--- config.mk ---
export PLATFORM = sky130hd
export DESIGN_NAME = uart_tx_fifo
export DESIGN_NICKNAME = d
export VERILOG_FILES = /design/src/rtl/uart_tx_fifo.sv
export SDC_FILE = /design/constraint.sdc
export NUM_CORES = 1
export LEC_CHECK = 0
export ABC_AREA = 1
export ABC_CLOCK_PERIOD_IN_PS = 5700
export CAP_MARGIN = 40
export CORE_MARGIN = 4
export CORE_UTILIZATION = 44
export CTS_CLUSTER_DIAMETER = 100
export DETAILED_ROUTE_END_ITERATION = 8
export GPL_TIMING_DRIVEN = 0
export SLEW_MARGIN = 40
export SYNTH_ARGS = -nofsm -noshare
export SYNTH_HDL_FRONTEND = slang
export SYNTH_SLANG_ARGS = --single-unit
--- constraint.sdc ---
create_clock -name clk -period 5.7 [get_ports clk]
set_input_delay 1.14 -clock clk [delete_from_list [all_inputs] [get_ports clk]]
set_output_delay 1.14 -clock clk [all_outputs]
set_load 0.1 [all_outputs]
--- src/rtl/uart_tx_fifo.sv ---
`default_nettype none
// ============================================================================
//  Module   : uart_tx_fifo
//  Purpose  : UART transmitter with an input FIFO. Words pushed over a
//             valid/ready handshake are sent as start, data LSB-first,
//             optional parity and 1 or 2 stop bits.
//  Revision : 1.0 - initial release
// ============================================================================
module uart_tx_fifo #(
   parameter int CLKS_PER_BIT = 347,
   parameter int DATA_BITS    = 8,
   parameter int PARITY       = 2,
   parameter int STOP_BITS    = 1,
   parameter int FIFO_DEPTH   = 16
) (
   input  logic                              clk,
   input  logic                              rst,
   input  logic [DATA_BITS-1:0]              tx_data,
   input  logic                              tx_valid,
   output logic                              tx_ready,
   output logic                              TxD,
   output logic                              busy,
   output logic [$clog2(FIFO_DEPTH+1)-1:0]   fifo_level
);

   localparam int c_cnt_w = (CLKS_PER_BIT > 1) ? $clog2(CLKS_PER_BIT) : 1;
   localparam int c_ptr_w = $clog2(FIFO_DEPTH);
   localparam int c_lvl_w = $clog2(FIFO_DEPTH+1);
   localparam int c_idx_w = 4;

   localparam logic [c_cnt_w-1:0] c_cnt_max   = c_cnt_w'(CLKS_PER_BIT - 1);
   localparam logic [c_lvl_w-1:0] c_full      = c_lvl_w'(FIFO_DEPTH);
   localparam logic [c_idx_w-1:0] c_last_data = c_idx_w'(DATA_BITS - 1);
   localparam logic [c_idx_w-1:0] c_last_stop = c_idx_w'(STOP_BITS - 1);

   localparam logic [2:0] c_st_idle   = 3'd0;
   localparam logic [2:0] c_st_start  = 3'd1;
   localparam logic [2:0] c_st_data   = 3'd2;
   localparam logic [2:0] c_st_parity = 3'd3;
   localparam logic [2:0] c_st_stop   = 3'd4;

   logic [DATA_BITS-1:0] r_mem [FIFO_DEPTH];
   logic [c_ptr_w-1:0]   r_wr_ptr;
   logic [c_ptr_w-1:0]   r_rd_ptr;
   logic [c_lvl_w-1:0]   r_level;

   logic [2:0]           r_state;
   logic [2:0]           w_state_nxt;
   logic [c_cnt_w-1:0]   r_cnt;
   logic [c_idx_w-1:0]   r_bit_idx;
   logic [DATA_BITS-1:0] r_shift;
   logic                 r_par;
   logic                 r_txd;

   logic                 w_ready;
   logic                 w_push;
   logic                 w_pop;
   logic                 w_not_empty;
   logic                 w_bit_end;
   logic                 w_last_data;
   logic                 w_last_stop;
   logic                 w_txd;
   logic [DATA_BITS-1:0] w_head;

   assign w_ready     = (r_level != c_full);
   assign w_push      = tx_valid && w_ready;
   assign w_not_empty = (r_level != '0);
   assign w_head      = r_mem[r_rd_ptr];
   assign w_bit_end   = (r_cnt == c_cnt_max);
   assign w_last_data = (r_bit_idx == c_last_data);
   assign w_last_stop = (r_bit_idx == c_last_stop);

   assign tx_ready   = w_ready;
   assign TxD        = r_txd;
   assign busy       = (r_state != c_st_idle) || w_not_empty;
   assign fifo_level = r_level;

   // FIFO storage: capture the word at push time
   always_ff @(posedge clk) begin
      if (w_push) begin
         r_mem[r_wr_ptr] <= tx_data;
      end
   end

   // FIFO pointers and occupancy; push and pop together leave the level unchanged
   always_ff @(posedge clk) begin
      if (rst) begin
         r_wr_ptr <= '0;
         r_rd_ptr <= '0;
         r_level  <= '0;
      end else begin
         if (w_push) r_wr_ptr <= r_wr_ptr + 1'b1;
         if (w_pop)  r_rd_ptr <= r_rd_ptr + 1'b1;
         case ({w_push, w_pop})
            2'b10:   r_level <= r_level + 1'b1;
            2'b01:   r_level <= r_level - 1'b1;
            default: r_level <= r_level;
         endcase
      end
   end

   // State register
   always_ff @(posedge clk) begin
      if (rst) r_state <= c_st_idle;
      else     r_state <= w_state_nxt;
   end

   // Next-state logic; the last stop bit chains straight into the next start bit
   always_comb begin
      w_state_nxt = r_state;
      case (r_state)
         c_st_idle:   if (w_not_empty) w_state_nxt = c_st_start;
         c_st_start:  if (w_bit_end) w_state_nxt = c_st_data;
         c_st_data:   if (w_bit_end && w_last_data)
                         w_state_nxt = (PARITY != 0) ? c_st_parity : c_st_stop;
         c_st_parity: if (w_bit_end) w_state_nxt = c_st_stop;
         c_st_stop:   if (w_bit_end && w_last_stop)
                         w_state_nxt = w_not_empty ? c_st_start : c_st_idle;
         default:     w_state_nxt = c_st_idle;
      endcase
   end

   // Output decode: line level for the current state and the FIFO pop strobe
   always_comb begin
      w_txd = 1'b1;
      w_pop = 1'b0;
      case (r_state)
         c_st_idle:   w_pop = w_not_empty;
         c_st_start:  w_txd = 1'b0;
         c_st_data:   w_txd = r_shift[0];
         c_st_parity: w_txd = r_par;
         c_st_stop:   w_pop = w_bit_end && w_last_stop && w_not_empty;
         default:     w_txd = 1'b1;
      endcase
   end

   // Baud counter: held at zero in idle, restarts at every bit boundary
   always_ff @(posedge clk) begin
      if (rst || (r_state == c_st_idle) || w_bit_end) r_cnt <= '0;
      else                                            r_cnt <= r_cnt + 1'b1;
   end

   // Bit index over data and stop bits, cleared whenever the state changes
   always_ff @(posedge clk) begin
      if (rst || (w_state_nxt != r_state)) r_bit_idx <= '0;
      else if (w_bit_end)                  r_bit_idx <= r_bit_idx + 1'b1;
   end

   // Shift register and parity, both loaded from the FIFO head on pop
   always_ff @(posedge clk) begin
      if (w_pop) begin
         r_shift <= w_head;
         r_par   <= (^w_head) ^ (PARITY == 1);
      end else if ((r_state == c_st_data) && w_bit_end) begin
         r_shift <= r_shift >> 1;
      end
   end

   // Registered line driver, forced high by reset
   always_ff @(posedge clk) begin
      if (rst) r_txd <= 1'b1;
      else     r_txd <= w_txd;
   end

endmodule
`default_nettype wire

* Yosys cells after proc, flatten, opt, wreduce, memory -nomap -nowiden *
Memories as Yosys holds them, arrays and structs flattened. A register that Yosys moved wholly into a read port is not among the register bits.
Index checks and enable logic that the tools add are counted.

storage, ports and cells
  flip-flop bits (word level) = 39
  memories = 1
  bits of input ports = 11
  word-level logic and storage cells = 58
  bits in writable memories = 128

memory list
  name   depth  width  read ports  clocked after memory_dff  wr ports  RTL line  text
  r_mem  16     8      1           1                         1         42        logic [DATA_BITS-1:0] r_mem [FIFO_DEPTH];

cells by class
  reduce and logical (&&, ||, !) cells = 16
  add/sub/neg operators = 6
  equality and inequality tests = 10
  muxes and demuxes = 16

operators by type and width
  kind                 count
  $mux 8               2
  $mux 3               5
  $pmux 3 s5           1
  $add 4x1->4 const B  3
  $pmux 5 s2           1
  $add 9x1->9 const B  1
  $eq 9x9->1 const B   1
  $mux 4               2
  $reduce_xor 8->1     1
  $eq 3x2->1 const B   2
  $add 5x1->5 const B  1
  $logic_and 1x1->1    5
  $ne 5x5->1 const B   1
  $reduce_bool 5->1    1
  $sub 5x1->5 const B  1
  $eq 4x3->1 const B   1
  $logic_not 4->1      1
  $logic_or 1x1->1     4
  $reduce_bool 2->1    2
  $eq 3x1->1 const B   1
  $eq 3x3->1 const B   1
  $logic_not 3->1      1
  $mux 1               3
  $ne 3x3->1           1
  5 further kinds      5

* Longest topological paths before layout *
Gate-level depths: netlist (run 1).

  word-level depth = 6
  mapped depth = 22

* Least setup slack after synthesis (run 1) *
Ideal clock, no wire load.

  kind = flip-flop to flip-flop
  from = reg r_level[4] (netlist: fifo_level[4])
  to = reg r_level[4] (netlist: fifo_level[4])
  period minus slack after synthesis = 4.118 ns
  buffers on the path = 0
  library setup time = 0.070 ns
  data required time = 5.630 ns
  setup slack = 1.582 ns
  stages on the path, launching flop included = 14
  data arrival time = 4.048 ns
  path through = dfxtp_1 -> nand4_1 -> nand2_1 -> ha_1 -> xor2_1 -> ha_1 -> inv_1 -> nand2_1 -> nand2_1 -> o21ai_0 -> a21oi_1 -> o21ai_0 -> o21ai_0 -> a21oi_1

on the way
  elaborated cells between the ends (all ways) = 11

RTL lines
  item                                             RTL line  text
  from (decl)                                      45        logic [c_lvl_w-1:0] r_level;
  from (signal assigned)                           95        2'b10: r_level <= r_level + 1'b1;
  from (signal assigned)                           96        2'b01: r_level <= r_level - 1'b1;
  from (signal assigned)                           97        default: r_level <= r_level;
  $ne 5x5->1 (*)                                   65        assign w_ready = (r_level != c_full);
  net tx_ready                                     20        output logic tx_ready,
  $logic_and 1x1->1 (*)                            66        assign w_push = tx_valid && w_ready;
  $eq 2x1->1 or $eq 2x2->1 (tied branches)         94        case ({w_push, w_pop})
  $pmux 5 s2 or $reduce_bool 2->1 (tied branches)  -

The timed path passes the listed nets; every way through them passes the cells marked *.
A chain may end at the register's enable or synchronous reset.

* Worst setup path in the final report (run 1) *
  from = reg r_cnt[0]
  to = reg r_level[4] (netlist: fifo_level[4])

on the way
  word-level cells in the longest chain between the ends = 6
  elaborated cells between the ends (all ways) = 8

RTL lines
  item                                             RTL line  text
  from (decl)                                      49        logic [c_cnt_w-1:0] r_cnt;
  from (signal assigned)                           140       else r_cnt <= r_cnt + 1'b1;
  $eq 9x9->1 (*)                                   69        assign w_bit_end = (r_cnt == c_cnt_max);
  $logic_and 1x1->1 (*) (2 in series)              132       c_st_stop: w_pop = w_bit_end && w_last_stop && w_not_empty;
  $pmux 1 s2 (*)                                   127       case (r_state)
  $eq 2x1->1 or $eq 2x2->1 (tied branches)         94
  $pmux 5 s2 or $reduce_bool 2->1 (tied branches)  -

Every way passes the cells marked *; elsewhere a longest branch is shown, timed or not.

==> results of run 1 <==
==> power breakdown <==
group	switching (mW)	internal, mW
Combinational	0.962	0.402
Sequential	0.0496	1.48
Clock	0.485	0.559
==> per-layer routing <==
layer  global-route usage, %  vias up
met2                    31.5      167
met5                       0        -
met3                    3.12       33
met1                    24.5     2541
met4                    7.83        0
li1                        -     2619
==> cell type report <==
cell class                 count  area, um2  share of cell area [%]
multi-input combinational    477       2270                    26.5
clock inverter                13       96.3                    1.12
inverter                      95        362                    4.22
clock buffer                  19        433                    5.05
tap                          220        275                    3.21
timing repair buffer          17        130                    1.52
buffer                        31        211                    2.47
sequential                   171       4790                    55.9
==> worst paths after layout <==
check	from	depth (start not counted)	to
worst max-delay path	r_cnt[0]	22	fifo_level[4]
worst min-delay path	r_cnt[0]	1	r_cnt[0]
worst max register to register	r_cnt[0]	22	fifo_level[4]
worst min register to register	r_cnt[0]	1	r_cnt[0]
==> cells in the mapped netlist (4+ instances only) <==
cell / count / area, um2
sky130_fd_sc_hd__nor3_1: 8 / 40.0
sky130_fd_sc_hd__a21oi_1: 13 / 65.1
sky130_fd_sc_hd__o211ai_1: 9 / 67.6
sky130_fd_sc_hd__nand2_2: 4 / 25.0
sky130_fd_sc_hd__clkbuf_1: 7 / 26.3
sky130_fd_sc_hd__inv_1: 91 / 342
sky130_fd_sc_hd__buf_6: 9 / 101
sky130_fd_sc_hd__buf_2: 10 / 50.1
sky130_fd_sc_hd__dfxtp_1: 34 / 681
sky130_fd_sc_hd__ha_1: 12 / 150
sky130_fd_sc_hd__o21ai_0: 38 / 190
sky130_fd_sc_hd__nor2_1: 91 / 342
sky130_fd_sc_hd__buf_4: 4 / 30.0
sky130_fd_sc_hd__edfxtp_1: 137 / 4110
sky130_fd_sc_hd__xnor2_1: 5 / 43.8
sky130_fd_sc_hd__nand3_1: 74 / 370
sky130_fd_sc_hd__nand2_1: 197 / 739
sky130_fd_sc_hd__xor2_1: 8 / 70.1
==> sequential cells by signal, summed over array words and instances (netlist names), 3 cells and up, named ones only <==
signal / flops
r_state: 3
fifo_level: 5
r_rd_ptr: 4
r_wr_ptr: 4
r_cnt: 9
r_shift: 8
r_bit_idx: 4
r_mem: 128
==> placed cells by master, fill, tap and decap left out, types with 2 or more instances in the layout <==
cell / n
sky130_fd_sc_hd__nand4_1: 3
sky130_fd_sc_hd__dfxtp_1: 34
sky130_fd_sc_hd__nor2_2: 13
sky130_fd_sc_hd__edfxtp_1: 137
sky130_fd_sc_hd__buf_2: 18
sky130_fd_sc_hd__nand3_1: 74
sky130_fd_sc_hd__nand2_2: 4
sky130_fd_sc_hd__or2_1: 2
sky130_fd_sc_hd__xor2_1: 8
sky130_fd_sc_hd__clkbuf_1: 9
sky130_fd_sc_hd__inv_2: 3
sky130_fd_sc_hd__inv_6: 3
sky130_fd_sc_hd__nand2_1: 197
sky130_fd_sc_hd__xnor2_1: 5
sky130_fd_sc_hd__clkbuf_16: 17
sky130_fd_sc_hd__nor3_2: 2
sky130_fd_sc_hd__nor2_1: 79
sky130_fd_sc_hd__clkinv_4: 4
sky130_fd_sc_hd__ha_1: 12
sky130_fd_sc_hd__o21ai_0: 37
sky130_fd_sc_hd__nor3b_1: 3
sky130_fd_sc_hd__buf_4: 4
sky130_fd_sc_hd__o211ai_1: 9
sky130_fd_sc_hd__clkinvlp_4: 4
sky130_fd_sc_hd__nor3_1: 8
sky130_fd_sc_hd__inv_1: 91
sky130_fd_sc_hd__a21oi_1: 13
sky130_fd_sc_hd__buf_6: 9
sky130_fd_sc_hd__clkdlybuf4s50_1: 9
==> stage by stage <==
stage,utilization [%],hold WS (ns)
global route,51.1,0.498
finish,51.1,0.463
CTS,51.0,0.472
global placement,48.0,0.443
detailed placement,47.9,0.458
floorplan,-,0.430
==> logic make-up (layout without fill, tap and decap cells) <==
family | after synthesis | count (layout) | synth area share [%]
simple gates | 388 | 388 | 21.3
xor+xnor | 13 | 13 | 1.50
compound gates | 64 | 64 | 4.64
fa+ha+maj | 12 | 12 | 1.97
buf+inv | 126 | 175 | 7.53
flops | 171 | 171 | 63.0
==> worst max-delay path, cell delays in order, from the launching register on <==
cell	delay, ns
sky130_fd_sc_hd__dfxtp_1	0.33
sky130_fd_sc_hd__inv_1	0.06
sky130_fd_sc_hd__ha_1	0.14
sky130_fd_sc_hd__nand2_1	0.07
sky130_fd_sc_hd__nor3_2	0.13
sky130_fd_sc_hd__nand2_2	0.16
sky130_fd_sc_hd__inv_2	0.13
sky130_fd_sc_hd__nand4_2	0.09
sky130_fd_sc_hd__nand2_1	0.09
sky130_fd_sc_hd__nand3b_1	0.11
sky130_fd_sc_hd__buf_6	0.17
sky130_fd_sc_hd__clkinv_4	0.07
sky130_fd_sc_hd__ha_1	0.29
sky130_fd_sc_hd__xor2_1	0.22
sky130_fd_sc_hd__ha_1	0.17
sky130_fd_sc_hd__inv_1	0.04
sky130_fd_sc_hd__nand2_1	0.08
sky130_fd_sc_hd__nand2_1	0.06
sky130_fd_sc_hd__o21ai_0	0.19
sky130_fd_sc_hd__a21oi_1	0.09
sky130_fd_sc_hd__o21ai_0	0.12
sky130_fd_sc_hd__o21ai_0	0.12
sky130_fd_sc_hd__a21oi_1	0.16
==> impl_metrics.tcl, run 1 <==
set metrics [dict create \
    run_status "finished clean" \
    crit_arrival_ns 3.53 \
    viasPerCell 5.14 \
    dr_total_vias 5360 \
    clock_tree.htree_level_count 4 \
    layout-area-overhead-vs-synth_pct 12.7 \
    clk_root_buffer_cell "sky130_fd_sc_hd__clkbuf_16" \
    starting_density_of_the_core_pct 45.4 \
    grt_pass1_vias 5262 \
    antenna_cells 0 \
    post-route-period-util_pct 55.8 \
    worst_max_slew_pin_slew_ns 0.748 \
    cts.reportedPaths.clkPinSlew_ns 0.06 \
    r2r_setup_slack_ns 2.52 \
    pre_cts_slack_ns 2.34 \
    wirelength_met1_um 7820 \
    drc_errors 0 \
    power_density_nw_per_um2 459 \
    maxClockFrequency_mhz 315 \
    cts_inserted_buffers 17 \
    netlist_instances 774 \
    grt_usage_pct 18.8 \
    final-instance-count-excl-fill 1043 \
    cp_data_required_time_ns 6.05 \
    antenna_violations_before_repair 0 \
    hold_buf_cts 0 \
    ir_drop_v 0.000252 \
    overflow 0 \
    die-width_um 139 \
    finalHoldViolCount 0 \
    ys_types 33 \
    most_frequently_used_flop_master_after_synthesis "sky130_fd_sc_hd__edfxtp_1" \
    drive_gt1_share_pct 10.2 \
    top_level_pins 19 \
    maxSlewHeadroom_pct 49.9 \
    setup_tns_ns 0 \
    route.final.wire_length_um 17900 \
    tritoncts "yes" \
    place.detailed.hpwl_um 12200 \
    num-fill-cells 1515 \
    met3RoutedLength_um 857 \
    timing.clock.skew_ns 0.00754 \
    critical_path.startpoint_type "register" \
    number_of_violations_reported_at_the_end_of_detailed_routing_iteration_0 380 \
    drtPass1Iterations 5 \
    maxCapViolations 0 \
    cellLeakagePower_nw 3.40 \
    top_layer_used "met4" \
    hold_path_class "register to register" \
    clock_insertion_delay_worst_skew_ns 0.43 \
    fin_crit_ns 3.18 \
    die_area_um2 19500 \
    placed_cell_area_um2 8030 \
    chipHeight_um 139 \
    path_class "register to register" \
    timing_max_transition_violations_final 0 \
    portBuffers 17 \
    post-route-cell-area_um2 8570 \
    synth.cell_area_um2 7610 \
    grt_first_pass_wirelength_um 28100 \
    number_of_cells_upsized_or_downsized_after_cts 0 \
    cts_max_path_buffers 2 \
    final_net_count 833 \
    drt-wirelength-per-cell_um 17.1 \
    crit_path_setup_slack_layout_ns 2.52 \
    numClockSinks 171 \
    drtAntennaViolNets 0 \
    postSynthNetCount 797 \
    synth_edf_count 137 \
    num_rows 47 \
    post-cts-setup-buffers 0 \
    ys_ff_latch 171 \
    timing.critical_path.fanout_max 10 \
    gp_congestion 0.904 \
    routed-wl-met2_um 8760 \
    total_power_mw 3.93 \
    pin_count_of_the_biggest_net_entering_global_routing 17 \
    synthesis.yosys.warnings 0 \
    async_flop_share_pct 0 \
    kind_of_end_point_of_the_critical_path "register" \
    synth-seq-area-share_pct 63.0 \
    syn_area_per_cell_um2 9.83 \
    fp.coreArea_um2 16800 \
    finalSetupViolations 0 \
    rsz0062_at_grt "false" \
    dp_cells 1011 \
]
Power figures use the tool's default switching activity.
==> run 2: changes to the inputs <==
--- a/config.mk
+++ b/config.mk
@@ -6,7 +6,7 @@
 export NUM_CORES = 1
 export LEC_CHECK = 0
 export ABC_AREA = 1
-export ABC_CLOCK_PERIOD_IN_PS = 5700
+export ABC_CLOCK_PERIOD_IN_PS = 2900
 export CAP_MARGIN = 40
 export CORE_MARGIN = 4
 export CORE_UTILIZATION = 44
==> constraint.sdc (replaced) <==
create_clock -name clk -period 2.9 [get_ports clk]
set_input_delay 0.58 -clock clk [delete_from_list [all_inputs] [get_ports clk]]
set_output_delay 0.58 -clock clk [all_outputs]
set_load 0.1 [all_outputs]
==> impl_metrics.tcl, run 2 (synthesis gave the netlist of run 1 again) <==
set metrics [dict create \
    numClockSinks 171 \
    largest_register "r_mem" \
    place.detailed.hpwl_um 12000 \
    starting_density_of_the_core_pct 45.4 \
    maxSlewHeadroom_pct 49.1 \
    dr_total_vias 5483 \
    run_status "finished clean" \
    tritoncts "yes" \
    antenna_violations_before_repair 0 \
    crit_path_setup_slack_layout_ns 0.101 \
    fp.coreArea_um2 16800 \
    grt_usage_pct 18.5 \
    drive_gt1_share_pct 14.2 \
    total_buffers_and_inverters_traversed_by_the_critical_path 5 \
    pre_cts_slack_ns -0.0527 \
    critical_path.startpoint_type "register" \
    num_rows 47 \
    clock_tree.htree_level_count 4 \
    finalHoldViolCount 0 \
    worst_path_max_delay_cell "sky130_fd_sc_hd__dfxtp_2" \
    power_density_nw_per_um2 923 \
    chipHeight_um 139 \
    die-width_um 139 \
    maxClockFrequency_mhz 357 \
    clk_root_buffer_cell "sky130_fd_sc_hd__clkbuf_16" \
    hold_path_class "register to register" \
    final_net_count 851 \
    kind_of_end_point_of_the_critical_path "register" \
    portBuffers 17 \
    worst_path_largest_cell_delay_ns 0.33 \
    grt_first_pass_wirelength_um 27600 \
    cts.reportedPaths.clkPinSlew_ns 0.06 \
    drtAntennaViolNets 0 \
    viasPerCell 5.17 \
    drt-wirelength-per-cell_um 17.0 \
    maxCapViolations 0 \
    finalSetupViolations 0 \
    wirelength_met1_um 7840 \
    timing.clock.skew_ns 0.0129 \
    die_area_um2 19500 \
    antenna_cells 0 \
    timing.critical_path.fanout_max 8 \
    number_of_violations_reported_at_the_end_of_detailed_routing_iteration_0 418 \
    largest_register_ff_count 128 \
    drc_errors 0 \
    cellLeakagePower_nw 3.53 \
    ir_drop_v 0.000530 \
    clock_insertion_delay_worst_skew_ns 0.43 \
    final_common_cell "sky130_fd_sc_hd__nand2_1" \
    critical_path.cell_chain "inv_2 > ha_4 > nand2_2 > nor3_2 > nand2_2 > inv_4 > nand4_4 > nand2_2 > nand3b_1 > buf_6 > inv_8 > ha_4 > xor2_2 > ha_2 > inv_1 > nand2_2 > nand2_2 > o21ai_2 > a21oi_1 > o21ai_1 > o21ai_1 > a21oi_1" \
    drtPass1Iterations 5 \
    cp_data_required_time_ns 3.25 \
    overflow 0 \
    routed-wl-met2_um 8670 \
    final-instance-count-excl-fill 1060 \
    grt_pass1_vias 5142 \
    top_regs "r_mem (128), r_cnt (9), r_shift (8)" \
    dp_cells 1013 \
    num-fill-cells 1496 \
    route.final.wire_length_um 18000 \
    top_level_pins 19 \
    worst_max_slew_pin_slew_ns 0.761 \
    pin_count_of_the_biggest_net_entering_global_routing 17 \
    critical-path-top-delay-family "simple AND/OR/NAND/NOR gates" \
    layout_common_cells "sky130_fd_sc_hd__nand2_1 (192), sky130_fd_sc_hd__edfxtp_1 (137), sky130_fd_sc_hd__inv_1 (89), sky130_fd_sc_hd__nor2_1 (79), sky130_fd_sc_hd__nand3_1 (74)" \
    post-route-period-util_pct 96.5 \
    fin_crit_ns 2.80 \
    hold_slack_ns 0.434 \
    path_class "register to register" \
    cts_max_path_buffers 2 \
    timing_max_transition_violations_final 0 \
    timing.critical_path.mode_cell "sky130_fd_sc_hd__nand2_2" \
    crit_arrival_ns 3.14 \
    gp_congestion 0.883 \
    cts_inserted_buffers 17 \
    layout-area-overhead-vs-synth_pct 16.3 \
    top_layer_used "met4" \
    met3RoutedLength_um 1230 \
]
-- run 2: changes by cell type in the layout (fill, tap and decap cells not counted), sizes merged --
cell	change
bufinv	+3
clkinvlp	-1
clkinv	-2
buf	+18
inv	-1
-- run 2: final cells by class --
| type | count | area [um2] | share of cell area, % |
|---|---|---|---|
| repair buffers | 35 | 263 | 2.97 |
| inverters | 95 | 367 | 4.14 |
| flip-flops and latches | 171 | 4820 | 54.4 |
| plain buffers | 31 | 211 | 2.39 |
| multi-input cells | 477 | 2340 | 26.4 |
| clock inverters | 12 | 149 | 1.68 |
| well taps | 220 | 275 | 3.11 |
| clock buffers | 19 | 433 | 4.89 |
-- run 2: power by group --
group          internal (mW)  switching, mW
combinational          0.930           1.96
sequential              2.92         0.0959
clock                   1.34          0.918
total                   5.19           2.98
-- run 2: per-layer routing --
metal	vias to the layer above	track usage [%]
li1	2648	-
met4	0	6.39
met1	2619	25.6
met2	190	29.2
met5	-	0
met3	26	3.74
-- run 2: path summary, 6_finish.rpt --
path / to / from / slack (ns) / cells after the start
worst max register to register: fifo_level[4] / r_cnt[0] / 0.10 / 22
worst min register to register: r_cnt[0] / r_cnt[0] / 0.43 / 1
worst min-delay path: r_cnt[0] / r_cnt[0] / 0.43 / 1
worst max-delay path: fifo_level[4] / r_cnt[0] / 0.10 / 22
-- run 2: what timing repair did --
| item | in CTS | in global routing |
|---|---|---|
| hold buffers | 0 | 0 |
| pin swaps | 0 | 7 |
| buffers inserted | 1 | 15 |
| gates cloned | 0 | 0 |
| gates resized for setup | 0 | 15 |
| setup endpoints to repair | 1 | 1 |
-- run 2: stage by stage --
step | power (mW) | setup TNS [ns] | cell area (um2) | util (%)
3_3_place_gp | 5.74 | 0 | 8110 | 48.4
6_report | 8.17 | 0 | 8850 | 52.8
2_1_floorplan | 5.06 | -0.732 | 7660 | -
3_5_place_dp | 5.77 | -0.0527 | 8090 | 48.3
5_1_grt | 8.65 | -0.0896 | 8850 | 52.8
4_1_cts | 8.02 | 0 | 8680 | 51.8
-- run 2: worst reg2reg max path: cells and delay by family, from the launching register on --
| kind | cells | cell delay [ns] |
|---|---|---|
| XOR/XNOR | 1 | 0.16 |
| adder cells (fa/ha/maj) | 3 | 0.46 |
| AO/OA/AOI/OAI | 5 | 0.62 |
| buffers and inverters | 5 | 0.43 |
| AND/OR/NAND/NOR | 8 | 0.72 |
| flip-flops | 1 | 0.33 |
==> run 3: changes to the inputs <==
--- a/config.mk
+++ b/config.mk
@@ -8,7 +8,7 @@
 export ABC_AREA = 1
 export ABC_CLOCK_PERIOD_IN_PS = 2900
 export CAP_MARGIN = 40
-export CORE_MARGIN = 4
+export CORE_MARGIN = 10
 export CORE_UTILIZATION = 44
 export CTS_CLUSTER_DIAMETER = 100
 export DETAILED_ROUTE_END_ITERATION = 8
==> impl_metrics.tcl, run 3 (synthesis gave the netlist of run 1 again) <==
set metrics [dict create \
    run_status "finished clean" \
    timing.clock.skew_ns 0.00656 \
    largest_register "r_mem" \
    wirelength_met1_um 8220 \
    maxCapViolations 0 \
    critical-path-top-delay-family "simple AND/OR/NAND/NOR gates" \
    layout-area-overhead-vs-synth_pct 16.0 \
    critical_path.cell_chain "ha_4 > nand2_2 > nor3_2 > nand2_2 > inv_2 > nand4_4 > nand2_2 > nand3b_1 > buf_6 > inv_8 > ha_4 > xor2_4 > ha_2 > inv_2 > nand2_2 > nand2_2 > o21ai_2 > buf_4 > o21ai_1 > o21ai_1 > a21oi_1" \
    place.detailed.hpwl_um 12600 \
    cts.reportedPaths.clkPinSlew_ns 0.06 \
    grt_pass1_vias 5212 \
    portBuffers 17 \
    final-instance-count-excl-fill 1063 \
    grt_first_pass_wirelength_um 28800 \
    chipHeight_um 151 \
    power_density_nw_per_um2 918 \
    post-route-period-util_pct 93.6 \
    clock_insertion_delay_worst_skew_ns 0.43 \
    timing.critical_path.fanout_max 5 \
    top_layer_used "met4" \
    finalSetupViolations 0 \
    cellLeakagePower_nw 3.52 \
    top_regs "r_mem (128), r_cnt (9), r_shift (8)" \
    path_class "register to register" \
    ir_drop_v 0.000743 \
    num_rows 48 \
    viasPerCell 5.14 \
    cp_data_required_time_ns 3.22 \
    clock_tree.htree_level_count 4 \
    pin_count_of_the_biggest_net_entering_global_routing 17 \
    hold_path_depth 2 \
    number_of_violations_reported_at_the_end_of_detailed_routing_iteration_0 537 \
    maxSlewHeadroom_pct 44.6 \
    pre_cts_slack_ns -0.0656 \
    drtAntennaViolNets 0 \
    worst_max_slew_pin_slew_ns 0.828 \
    timing_max_transition_violations_final 0 \
    r2r_setup_slack_ns 0.18 \
    finalHoldViolCount 0 \
    worst-path-stages 21 \
    timing.critical_path.mode_cell "sky130_fd_sc_hd__nand2_2" \
    antenna_violations_before_repair 0 \
    final_net_count 848 \
    layout_common_cells "sky130_fd_sc_hd__nand2_1 (192), sky130_fd_sc_hd__edfxtp_1 (137), sky130_fd_sc_hd__inv_1 (88), sky130_fd_sc_hd__nor2_1 (83), sky130_fd_sc_hd__nand3_1 (74)" \
    worst_path_max_delay_cell "sky130_fd_sc_hd__dfxtp_2" \
    tritoncts "yes" \
    core_util_final_pct 51.5 \
    clk_root_buffer_cell "sky130_fd_sc_hd__clkbuf_16" \
    gp_congestion 0.912 \
    drive_gt1_share_pct 14.0 \
    kind_of_end_point_of_the_critical_path "register" \
    crit_path_setup_slack_layout_ns 0.184 \
    rsz0062_at_grt "true" \
    cts_inserted_buffers 17 \
    critPathCapture "fifo_level[4]" \
    num-fill-cells 1515 \
    final_common_cell "sky130_fd_sc_hd__nand2_1" \
    antenna_cells 0 \
    total_buffers_and_inverters_traversed_by_the_critical_path 5 \
    numClockSinks 171 \
    overflow 0 \
    route.final.wire_length_um 18900 \
    routed-wl-met2_um 9050 \
    dp_cells 1016 \
    largest_register_ff_count 128 \
    drt-wirelength-per-cell_um 17.8 \
    fin_crit_ns 2.72 \
    grt_usage_pct 16.8 \
    drc_errors 0 \
    cts_max_path_buffers 2 \
    top_level_pins 19 \
    r2r_cells 21 \
    regToRegEndpoint "fifo_level[4]" \
    die-width_um 151 \
    starting_density_of_the_core_pct 44.4 \
    crit_arrival_ns 3.03 \
    critical_path.reg2reg.startpoint "r_cnt[1]" \
    die_area_um2 22900 \
    fp.coreArea_um2 17100 \
    critical_path.startpoint_type "register" \
    drtPass1Iterations 5 \
    maxClockFrequency_mhz 368 \
    hold_path_class "register to register" \
    dr_total_vias 5464 \
    worstSetupStartpoint "r_cnt[1]" \
    total_power_mw 8.10 \
    worst_path_largest_cell_delay_ns 0.37 \
    met3RoutedLength_um 1280 \
]
[run 3: changes by cell type in the layout (fill, tap and decap cells not counted), moves of 2 or more]
cell / delta
sky130_fd_sc_hd__buf_4: -2
sky130_fd_sc_hd__bufinv_16: -2
sky130_fd_sc_hd__nor2_1: +4
sky130_fd_sc_hd__clkinv_4: +4
sky130_fd_sc_hd__inv_2: +2
sky130_fd_sc_hd__clkinvlp_4: -2
sky130_fd_sc_hd__inv_6: +3
sky130_fd_sc_hd__clkinv_1: -2
sky130_fd_sc_hd__nor2_2: -4
[run 3: final cells by class]
| class | count | area, um2 | share of cell area (%) |
|---|---|---|---|
| Inverter | 95 | 364 | 4.13 |
| Tap cell | 225 | 282 | 3.19 |
| Clock buffer | 18 | 429 | 4.86 |
| Buffer | 31 | 211 | 2.40 |
| Clock inverter | 14 | 139 | 1.57 |
| Timing Repair Buffer | 32 | 243 | 2.75 |
| Sequential cell | 171 | 4820 | 54.6 |
| Multi-Input combinational cell | 477 | 2340 | 26.5 |
[run 3: per-stage QoR]
stage / setup TNS (ns) / hold slack (ns) / area [um2]
after CTS: 0 / 0.468 / 8670
final: 0 / 0.480 / 8820
after detailed placement: -0.0656 / 0.454 / 8090
after global placement: 0 / 0.444 / 8120
after floorplan: -0.732 / 0.430 / 7660
after global routing: -0.0739 / 0.506 / 8820
[run 3: worst min path at each step]
stage                    end        start  slack (ns)
global placement    r_cnt[0]     r_cnt[0]        0.44
floorplan           r_cnt[0]     r_cnt[0]        0.43
global route        register  r_rd_ptr[2]        0.51
finish                   TxD        r_par        0.48
detailed placement  r_cnt[0]     r_cnt[0]        0.45
CTS                 r_cnt[0]     r_cnt[0]        0.47
[run 3: metal layers]
layer / global-route usage, % / vias to the layer above
met5: 0 / -
met1: 21.8 / 2590
met3: 3.56 / 34
li1: - / 2653
met4: 6.20 / 0
met2: 27.2 / 187
[run 3: power breakdown]
part	total, mW	internal [mW]	switching (mW)
sequential	3.02	2.92	0.0993
clock	2.18	1.20	0.980
combinational	2.90	0.942	1.96
[run 3: timing repair]
item | 4_1_cts | 5_1_grt
endpoints found under the setup margin | 1 | 1
setup buffers | 2 | 13
pin swaps | 0 | 7
gates resized for setup | 0 | 16
hold buffers | 0 | 0
[run 3: tightest hold or removal path, cell delays in order (launching register included)]
cell and delay (ns):
sky130_fd_sc_hd__edfxtp_1 0.32, sky130_fd_sc_hd__nand2_1 0.05, sky130_fd_sc_hd__nand3_1 0.07
